[config.mk]
export PLATFORM = sky130hd
export DESIGN_NAME = log_conv_pipe_flat
export DESIGN_NICKNAME = d
export VERILOG_FILES = /design/src/rtl/log_conv_pipe_pkg.sv /design/src/rtl/log_conv_pipe_if.sv /design/src/rtl/log_conv_pipe_lead_one_det.sv /design/src/rtl/log_conv_pipe.sv /design/src/flat_wrapper.sv
export SDC_FILE = /design/constraint.sdc
export NUM_CORES = 1
export LEC_CHECK = 0
export ABC_AREA = 1
export CORE_MARGIN = 4
export CORE_UTILIZATION = 55
export CTS_CLUSTER_SIZE = 12
export DETAILED_ROUTE_END_ITERATION = 12
export GPL_TIMING_DRIVEN = 0
export PLACE_DENSITY = 0.92
export SLEW_MARGIN = 20
export SYNTH_ARGS = -nofsm -noshare
export SYNTH_HDL_FRONTEND = slang
export SYNTH_SLANG_ARGS = --single-unit
[constraint.sdc]
create_clock -name clk -period 2.1 [get_ports clk]
set_input_delay 0.42 -clock clk [delete_from_list [all_inputs] [get_ports clk]]
set_output_delay 0.42 -clock clk [all_outputs]
set_load 0.02 [all_outputs]
[src/rtl/log_conv_pipe_pkg.sv]
// Shared log-domain constants, characteristic-width helper and result bundle.
// Optional ceil(log2) field is present when LOGCONV_CEIL_EN is defined.
package log_pkg;

    localparam int LOG_W_DEF    = 8;
    localparam int LOG_FRAC_DEF = 4;

    function automatic int log_cw(input int w);
        return (w < 2) ? 1 : $clog2(w);
    endfunction

    localparam int LOG_CW_DEF = log_cw(LOG_W_DEF);

    typedef struct packed {
        logic [LOG_CW_DEF-1:0]   k;
        logic [LOG_FRAC_DEF-1:0] f;
        logic                    z;
`ifdef LOGCONV_CEIL_EN
        logic [LOG_CW_DEF:0]     c;
`endif
    } log_res_t;

endpackage

[src/rtl/log_conv_pipe_if.sv]
// Operand/result handshake bundle for the log converter pipeline.
// out_ca/out_cb exist only when LOGCONV_CEIL_EN is defined.
interface log_conv_pipe_if import log_pkg::*; #(
    parameter int W    = LOG_W_DEF,
    parameter int FRAC = LOG_FRAC_DEF
);
    localparam int CW = log_cw(W);

    logic            in_valid;
    logic            in_ready;
    logic [W-1:0]    in_a;
    logic [W-1:0]    in_b;
    logic            out_valid;
    logic            out_ready;
    logic [CW-1:0]   out_ka;
    logic [CW-1:0]   out_kb;
    logic [FRAC-1:0] out_fa;
    logic [FRAC-1:0] out_fb;
    logic            out_za;
    logic            out_zb;
`ifdef LOGCONV_CEIL_EN
    logic [CW:0]     out_ca;
    logic [CW:0]     out_cb;
`endif

    modport master (
        output in_valid, in_a, in_b, out_ready,
        input  in_ready, out_valid, out_ka, out_kb, out_fa, out_fb, out_za, out_zb
`ifdef LOGCONV_CEIL_EN
        , input out_ca, out_cb
`endif
    );

    modport slave (
        input  in_valid, in_a, in_b, out_ready,
        output in_ready, out_valid, out_ka, out_kb, out_fa, out_fb, out_za, out_zb
`ifdef LOGCONV_CEIL_EN
        , output out_ca, out_cb
`endif
    );

endinterface

[src/rtl/log_conv_pipe_lead_one_det.sv]
// Combinational leading-one detector; zero_o flags an all-zero input.
module lead_one_det import log_pkg::*; #(
    parameter int W = LOG_W_DEF,
    localparam int CW = log_cw(W)
) (
    input  logic [W-1:0]  x_i,
    output logic [CW-1:0] pos_o,
    output logic          zero_o
);

    always_comb begin
        pos_o  = '0;
        zero_o = 1'b1;
        for (int i = 0; i < W; i++) begin
            if (x_i[i]) begin
                pos_o  = i[CW-1:0];
                zero_o = 1'b0;
            end
        end
    end

endmodule

[src/rtl/log_conv_pipe.sv]
// Two-stage valid/ready dual-operand Mitchell log converter (k, f, z per operand).
// Defining LOGCONV_CEIL_EN adds the registered ceil(log2 x) outputs out_ca/out_cb.
module log_conv_pipe import log_pkg::*; #(
    parameter int W    = LOG_W_DEF,
    parameter int FRAC = LOG_FRAC_DEF
) (
    input  logic           clk,
    input  logic           rst,
    log_conv_pipe_if.slave io
);

    localparam int CW = log_cw(W);

    typedef struct packed {
        logic [W-1:0]  x;
        logic [CW-1:0] k;
        logic          z;
    } opnd_t;

    typedef struct packed {
        logic [CW-1:0]   k;
        logic [FRAC-1:0] f;
        logic            z;
`ifdef LOGCONV_CEIL_EN
        logic [CW:0]     c;
`endif
    } res_t;

    // Normalising x so its leading one sits at the top of a W+FRAC wide window
    // leaves the fraction directly below it, zero-filled when FRAC exceeds k.
    function automatic res_t convert(input opnd_t op);
        logic [CW-1:0] shamt;
        res_t          r;
`ifdef LOGCONV_CEIL_EN
        logic [W+FRAC-1:0] ext;
`endif
        shamt = CW'(W - 1) - op.k;
        r     = '0;
        r.k   = op.k;
        r.z   = op.z;
        r.f   = FRAC'(({op.x, {FRAC{1'b0}}} << shamt) >> (W - 1));
`ifdef LOGCONV_CEIL_EN
        ext   = {op.x, {FRAC{1'b0}}} << shamt;
        r.c   = {1'b0, op.k} + {{CW{1'b0}}, (ext[W+FRAC-2:0] != '0)};
`endif
        return r;
    endfunction

    logic          s1_valid_q, s1_valid_d;
    opnd_t         s1_a_q, s1_a_d;
    opnd_t         s1_b_q, s1_b_d;
    logic          s2_valid_q, s2_valid_d;
    res_t          s2_a_q, s2_a_d;
    res_t          s2_b_q, s2_b_d;
    logic          s1_adv, s2_adv;
    logic [CW-1:0] ka, kb;
    logic          za, zb;

    lead_one_det #(.W(W)) u_lod_a (.x_i(io.in_a), .pos_o(ka), .zero_o(za));
    lead_one_det #(.W(W)) u_lod_b (.x_i(io.in_b), .pos_o(kb), .zero_o(zb));

    assign s2_adv = io.out_ready || !s2_valid_q;
    assign s1_adv = s2_adv || !s1_valid_q;

    always_comb begin
        s1_valid_d = s1_valid_q;
        s1_a_d     = s1_a_q;
        s1_b_d     = s1_b_q;
        s2_valid_d = s2_valid_q;
        s2_a_d     = s2_a_q;
        s2_b_d     = s2_b_q;
        if (s1_adv) begin
            s1_valid_d = io.in_valid;
            if (io.in_valid) begin
                s1_a_d = '{x: io.in_a, k: ka, z: za};
                s1_b_d = '{x: io.in_b, k: kb, z: zb};
            end
        end
        if (s2_adv) begin
            s2_valid_d = s1_valid_q;
            if (s1_valid_q) begin
                s2_a_d = convert(s1_a_q);
                s2_b_d = convert(s1_b_q);
            end
        end
    end

    always_ff @(posedge clk or posedge rst) begin
        if (rst) begin
            s1_valid_q <= 1'b0;
            s1_a_q     <= '0;
            s1_b_q     <= '0;
            s2_valid_q <= 1'b0;
            s2_a_q     <= '0;
            s2_b_q     <= '0;
        end else begin
            s1_valid_q <= s1_valid_d;
            s1_a_q     <= s1_a_d;
            s1_b_q     <= s1_b_d;
            s2_valid_q <= s2_valid_d;
            s2_a_q     <= s2_a_d;
            s2_b_q     <= s2_b_d;
        end
    end

    assign io.in_ready  = s1_adv;
    assign io.out_valid = s2_valid_q;
    assign io.out_ka    = s2_a_q.k;
    assign io.out_kb    = s2_b_q.k;
    assign io.out_fa    = s2_a_q.f;
    assign io.out_fb    = s2_b_q.f;
    assign io.out_za    = s2_a_q.z;
    assign io.out_zb    = s2_b_q.z;
`ifdef LOGCONV_CEIL_EN
    assign io.out_ca    = s2_a_q.c;
    assign io.out_cb    = s2_b_q.c;
`endif

endmodule
[src/flat_wrapper.sv]
// flat-port wrapper written by rule: the top's interface ports become plain ports
module log_conv_pipe_flat import log_pkg::*;
#(
    parameter int W    = LOG_W_DEF,
    parameter int FRAC = LOG_FRAC_DEF
)
  (clk, rst, io_in_valid, io_in_a, io_in_b, io_out_ready, io_in_ready, io_out_valid, io_out_ka, io_out_kb, io_out_fa, io_out_fb, io_out_za, io_out_zb);
  log_conv_pipe_if #(.W(W), .FRAC(FRAC)) io_i ();
  input  logic clk;
  input  logic rst;
  input wire logic [$bits(io_i.in_valid)-1:0] io_in_valid;
  input wire logic [$bits(io_i.in_a)-1:0] io_in_a;
  input wire logic [$bits(io_i.in_b)-1:0] io_in_b;
  input wire logic [$bits(io_i.out_ready)-1:0] io_out_ready;
  output wire logic [$bits(io_i.in_ready)-1:0] io_in_ready;
  output wire logic [$bits(io_i.out_valid)-1:0] io_out_valid;
  output wire logic [$bits(io_i.out_ka)-1:0] io_out_ka;
  output wire logic [$bits(io_i.out_kb)-1:0] io_out_kb;
  output wire logic [$bits(io_i.out_fa)-1:0] io_out_fa;
  output wire logic [$bits(io_i.out_fb)-1:0] io_out_fb;
  output wire logic [$bits(io_i.out_za)-1:0] io_out_za;
  output wire logic [$bits(io_i.out_zb)-1:0] io_out_zb;
  assign io_i.in_valid = io_in_valid;
  assign io_i.in_a = io_in_a;
  assign io_i.in_b = io_in_b;
  assign io_i.out_ready = io_out_ready;
  assign io_in_ready = io_i.in_ready;
  assign io_out_valid = io_i.out_valid;
  assign io_out_ka = io_i.out_ka;
  assign io_out_kb = io_i.out_kb;
  assign io_out_fa = io_i.out_fa;
  assign io_out_fb = io_i.out_fb;
  assign io_out_za = io_i.out_za;
  assign io_out_zb = io_i.out_zb;
  log_conv_pipe #(.W(W), .FRAC(FRAC)) u_core (.clk(clk), .rst(rst), .io(io_i));
endmodule
Word level (Yosys, flattened, before mapping)

Index checks and enable logic that the tools add are counted.

Register bits: 42
Input bits: 20
Output and inout port bits: 18
Word-level logic and storage cells: 54

Add/sub/neg operators: 2
Shift-type cells: 2
Mux-type cells: 30
Reductions and logical operators: 6

Operator list:

| cell                                          | count |
|---|---|
| 3-bit two-way mux                             | 12 |
| 12-bit by 3-bit << shifter with 11-bit output | 2 |
| 1-bit two-way mux                             | 18 |
| 3-bit subtractor (first input constant)       | 2 |
| 2-bit AND reduction                           | 2 |
| 1-bit zero test                               | 2 |
| 1-bit logical OR                              | 2 |

Depth between registers and ports, before layout

Depth after elaboration: 8
Gate-level depth with buffers: 8
Mapped depth without buffers: 8

Cells and area by module

A second synthesis with hierarchy kept.

Cell total of the unflattened synthesis: 274
Area total of the unflattened synthesis: 2110.8 sq um

Modules (own cells, without submodules):

| module        | times used | cells an instance | area each (sq um) | sequential area each (sq um) |
|---|---|---|---|---|
| log_conv_pipe | 1          | 238               | 1958.1            | 1001.0 |
| lead_one_det  | 2          | 18                | 76.3              | 0.0 |

Worst setup path before layout

Ideal clock, no wire load.

Path type: register to register
Start point: register u_core.s2_valid_q, in the netlist u_core.io.out_valid
End point: register u_core.s1_b_q[4] (netlist bit)
Setup time: 0.121 ns
Arrival: 1.090 ns
Required time: 1.979 ns
Slack: 0.889 ns
Cell stages (with the launch flop): 7
Path buffers: 1
Path through: dfrtp_1 > nand3_2 > nand2_2 > inv_2 > buf_2 > nand2_1 > o21ai_1

Longest elaborated chain between the ends: 4

Ends and longest elaborated chain:

| element                       | line                 | source |
|---|---|---|
| from (decl)                   | log_conv_pipe.sv:52  | `logic s2_valid_q, s2_valid_d;` |
| from (signal assigned)        | log_conv_pipe.sv:100 | `s2_valid_q <= s2_valid_d;` |
| 1-bit zero test               | log_conv_pipe.sv:62  | `assign s2_adv = io.out_ready \|\| !s2_valid_q;` |
| 1-bit logical OR              | log_conv_pipe.sv:62  |  |
| 1-bit logical OR              | log_conv_pipe.sv:63  | `assign s1_adv = s2_adv \|\| !s1_valid_q;` |
| net io_in_ready               | flat_wrapper.sv:15   | `output wire logic [$bits(io_i.in_ready)-1:0] io_in_ready;` |
| 2-bit AND reduction (no line) | --                   |  |
| to (signal assigned)          | log_conv_pipe.sv:92  | `s1_b_q <= '0;` |
| to (signal assigned)          | log_conv_pipe.sv:99  | `s1_b_q <= s1_b_d;` |
| to (decl)                     | log_conv_pipe.sv:51  | `opnd_t s1_b_q, s1_b_d;` |

The timed path passes the listed nets, and every way through them passes these cells.
A chain may end at the register's enable or synchronous reset.

Final worst setup path

Start point: register u_core.s2_valid_q, in the netlist u_core.io.out_valid
End point: output io_out_valid

RTL lines:

| element   | line               | source |
|---|---|---|
| to (decl) | flat_wrapper.sv:16 | `output wire logic [$bits(io_i.out_valid)-1:0] io_out_valid;` |

No word-level cell between the ends.

==> impl_metrics.csv <==
group,metric,value,unit
timing,setup_tns,0,ps
clock_tree,number_of_buffers_created_by_cts,5,
route,ant_nets,0,
worst_hold_path,hold_path_class,"in2async",
floorplan,io-pin-count,38,
floorplan,start_util,57.7,%
global_routing,via_count_of_the_first_global_routing_pass,1726,
global_routing,antenna_violations_before_repair,0,
floorplan,total_die_area,4540,µm²
place,place_hpwl,3370,µm
synthesis,synthesis.yosys.warnings,0,
critical_path,critPathSlowestCell,"sky130_fd_sc_hd__clkdlybuf4s50_1",
critical_path,critical_path.top_delay_family,"buffers and inverters",
timing,min_period_over_period,86.5,%
timing,post-route-min-period,1820,ps
timing,post-route-worst-setup-slack,284,ps
timing,minimum_hold_slack,307,ps
synthesis,netlist_instances,255,
clock_tree,hold_buffers,0,
global_routing,grt_start_max_net_pins,31,
status,status,"finished clean",
final_layout,layout.cells.most_common,"sky130_fd_sc_hd__nand2_1",
critical_path,path_cells,"clkdlybuf4s50_1",
floorplan,std_cell_rows,21,
critical_path,critical_path_at,1400,ps
power_and_ir_drop,power-per-cell-area,930,nW/µm²
timing,timing.final.hold_violations,0,
floorplan,die_h,67.4,µm
clock_tree,clock_tree.htree_level_count,2,
critical_path,crit_fanout,3,
place,dp_worst_setup_slack,37.5,ps
route,remaining_drc_errors,0,
synthesis,synth.avg_cell_area,7.61,µm²
global_routing,grt.total_usage,22.3,%
final_layout,syn_to_final_growth,26.2,%
timing,worst_slew_pin_slew,264,ps
synthesis,synth_largest_area_cell,"sky130_fd_sc_hd__dfrtp_1",
final_layout,layout.cells.most_common_list,"sky130_fd_sc_hd__nand2_1, sky130_fd_sc_hd__dfrtp_1, sky130_fd_sc_hd__clkdlybuf4s50_1",
place,globalplace.congestion,0.835,
route,postRouteWirelength,4390,µm
synthesis,synthesis.nets,275,
global_routing,grt_remaining_overflow,0,
floorplan,dieWidth,67.4,µm
clock_tree,cts-root-buf,"sky130_fd_sc_hd__clkbuf_4",
critical_path,cp.required,1680,ps
critical_path,reg2reg_setup_slack,890,ps
clock_tree,worst_skew_pair.late_latency,360,ps
final_layout,finalInstanceArea,2450,µm²
final_layout,utilization,72.8,%
route,post_drt_wl_per_cell,12.6,µm
timing,grt_setup_unrepaired,"false",
critical_path,cp_slowest_stage_delay,630,ps
clock_tree,clk_pin_slew_worst_paths,110,ps
clock_tree,postCtsResizedCells,0,
final_layout,post_route_cells_drive_above_1_share,6.64,%
clock_tree,post-cts-setup-buffer-count,0,
critical_path,path_buf_inv,1,
route,viasPerCell,5.23,
synthesis,cell_area_synth,1940,µm²
place,placed_cell_area,2390,µm²
final_layout,final_nets,320,
clock_tree,cts_sinks,40,
synthesis,synth_cell_types,17,
critical_path,timing.critical_path.from_type,"flop",
timing,slew_headroom,82.4,%
clock_tree,cts_tree,"built",
run,drv_cap,0,
final_layout,n_antenna_cell,0,
power_and_ir_drop,ir_worst_vdd,0.377,mV
critical_path,setup.worst_path.end_class,"output pin",
route,total_number_of_vias,1815,
synthesis,yosysSeqAreaShare,51.6,%
timing,maxSlewViolCount,0,
synthesis,yosys_register_bits,40,
timing,finalSetupViolCount,0,
power_and_ir_drop,static_leakage,1.22,nW
global_routing,first_pass_grt_wire_length,7560,µm
floorplan,core,3360,µm²
route,detail_route.first_pass.iterations,4,
critical_path,r2r_start,"u_core.io.out_valid$_DFFE_PP0P_",
place,i_o_buffers,37,
clock_tree,clk_path_buf_depth,2,
timing,skew,9.50,ps
synthesis,netlist.area_leader.share,51.6,%
route,initialDrtViolationCount,159,
critical_path,r2r_cells,6,
critical_path,worst_r2r_endpoint,"u_core.io.out_fb[2]$_DFFE_PP0P_",
timing,max_clock_freq,0.551,GHz
critical_path,critPathKind,"reg2out",
synthesis,leading_post_synthesis_cells_by_cell_area,"sky130_fd_sc_hd__dfrtp_1, sky130_fd_sc_hd__nand2_1, sky130_fd_sc_hd__inv_1",
-- sequential cells by signal (all words and copies together), names as in the netlist --
name	flops
u_core.io.out_za	1
u_core.io.out_fb	4
u_core.io.out_kb	3
u_core.io.out_ka	3
u_core.s1_b_q	11
u_core.s1_valid_q	1
u_core.io.out_fa	4
u_core.s1_a_q	11
u_core.io.out_valid	1
u_core.io.out_zb	1
-- Yosys cell counts --
library cell	count
sky130_fd_sc_hd__inv_2	1
sky130_fd_sc_hd__nand3_1	21
sky130_fd_sc_hd__a21boi_0	2
sky130_fd_sc_hd__a21oi_1	14
sky130_fd_sc_hd__buf_2	6
sky130_fd_sc_hd__o21a_1	1
sky130_fd_sc_hd__nand2_2	2
sky130_fd_sc_hd__nor3_1	2
sky130_fd_sc_hd__dfrtp_1	40
sky130_fd_sc_hd__o21ai_0	19
sky130_fd_sc_hd__nand3_2	1
sky130_fd_sc_hd__o21ai_1	5
sky130_fd_sc_hd__o211ai_1	5
sky130_fd_sc_hd__nand2_1	88
sky130_fd_sc_hd__nor2_1	17
sky130_fd_sc_hd__inv_1	29
sky130_fd_sc_hd__buf_4	2
-- kinds of logic after synthesis --
family	after synthesis	synth area share (%)
AO/OA/AOI/OAI	46	12.9
AND/OR/NAND/NOR	131	27.4
buffers and inverters	38	8.12
flip-flops	40	51.6
-- metal layers --
layer | vias up | share of wire [%] | GRT usage [%]
met5 | - | 0 | 0
met4 | 0 | 1.7 | 10.6
met3 | 6 | 7.0 | 3.99
met2 | 70 | 47 | 35.7
met1 | 838 | 44 | 29.4
li1 | 901 | - | -
-- through the flow --
step	std cells	power, mW
final	347	2.28
after global routing	347	2.44
after CTS	347	2.28
after detailed placement	339	1.89
after global placement	338	1.85
after floorplan	255	1.52
-- power breakdown --
part	total (mW)	switching (mW)	internal, mW
clock	0.408	0.243	0.165
sequential	1.04	0.110	0.927
combinational	0.833	0.469	0.364
-- worst max path at each step --
stage / cells past startpoint / from / slack, ps / end
2_1_floorplan: 1 / rst / 760 / u_core.io.out_fa[0]$_DFFE_PP0P_
3_3_place_gp: 2 / rst / 10 / u_core.s1_a_q[10]$_DFFE_PP0P_
3_5_place_dp: 4 / io_out_ready / 40 / io_in_ready
4_1_cts: 4 / io_out_ready / 30 / io_in_ready
5_1_grt: 1 / u_core.io.out_valid$_DFFE_PP0P_ / 240 / io_out_valid
6_report: 1 / u_core.io.out_valid$_DFFE_PP0P_ / 280 / io_out_valid
-- layout make-up --
cell class | count | area [µm²]
sequential | 40 | 1000
fill | 279 | 913
multi-input combinational | 177 | 782
timing repair buffer | 38 | 393
inverter | 30 | 113
clock buffer | 8 | 58.8
tap | 46 | 57.6
buffer | 8 | 45.0
Power figures use the tool's default switching activity.
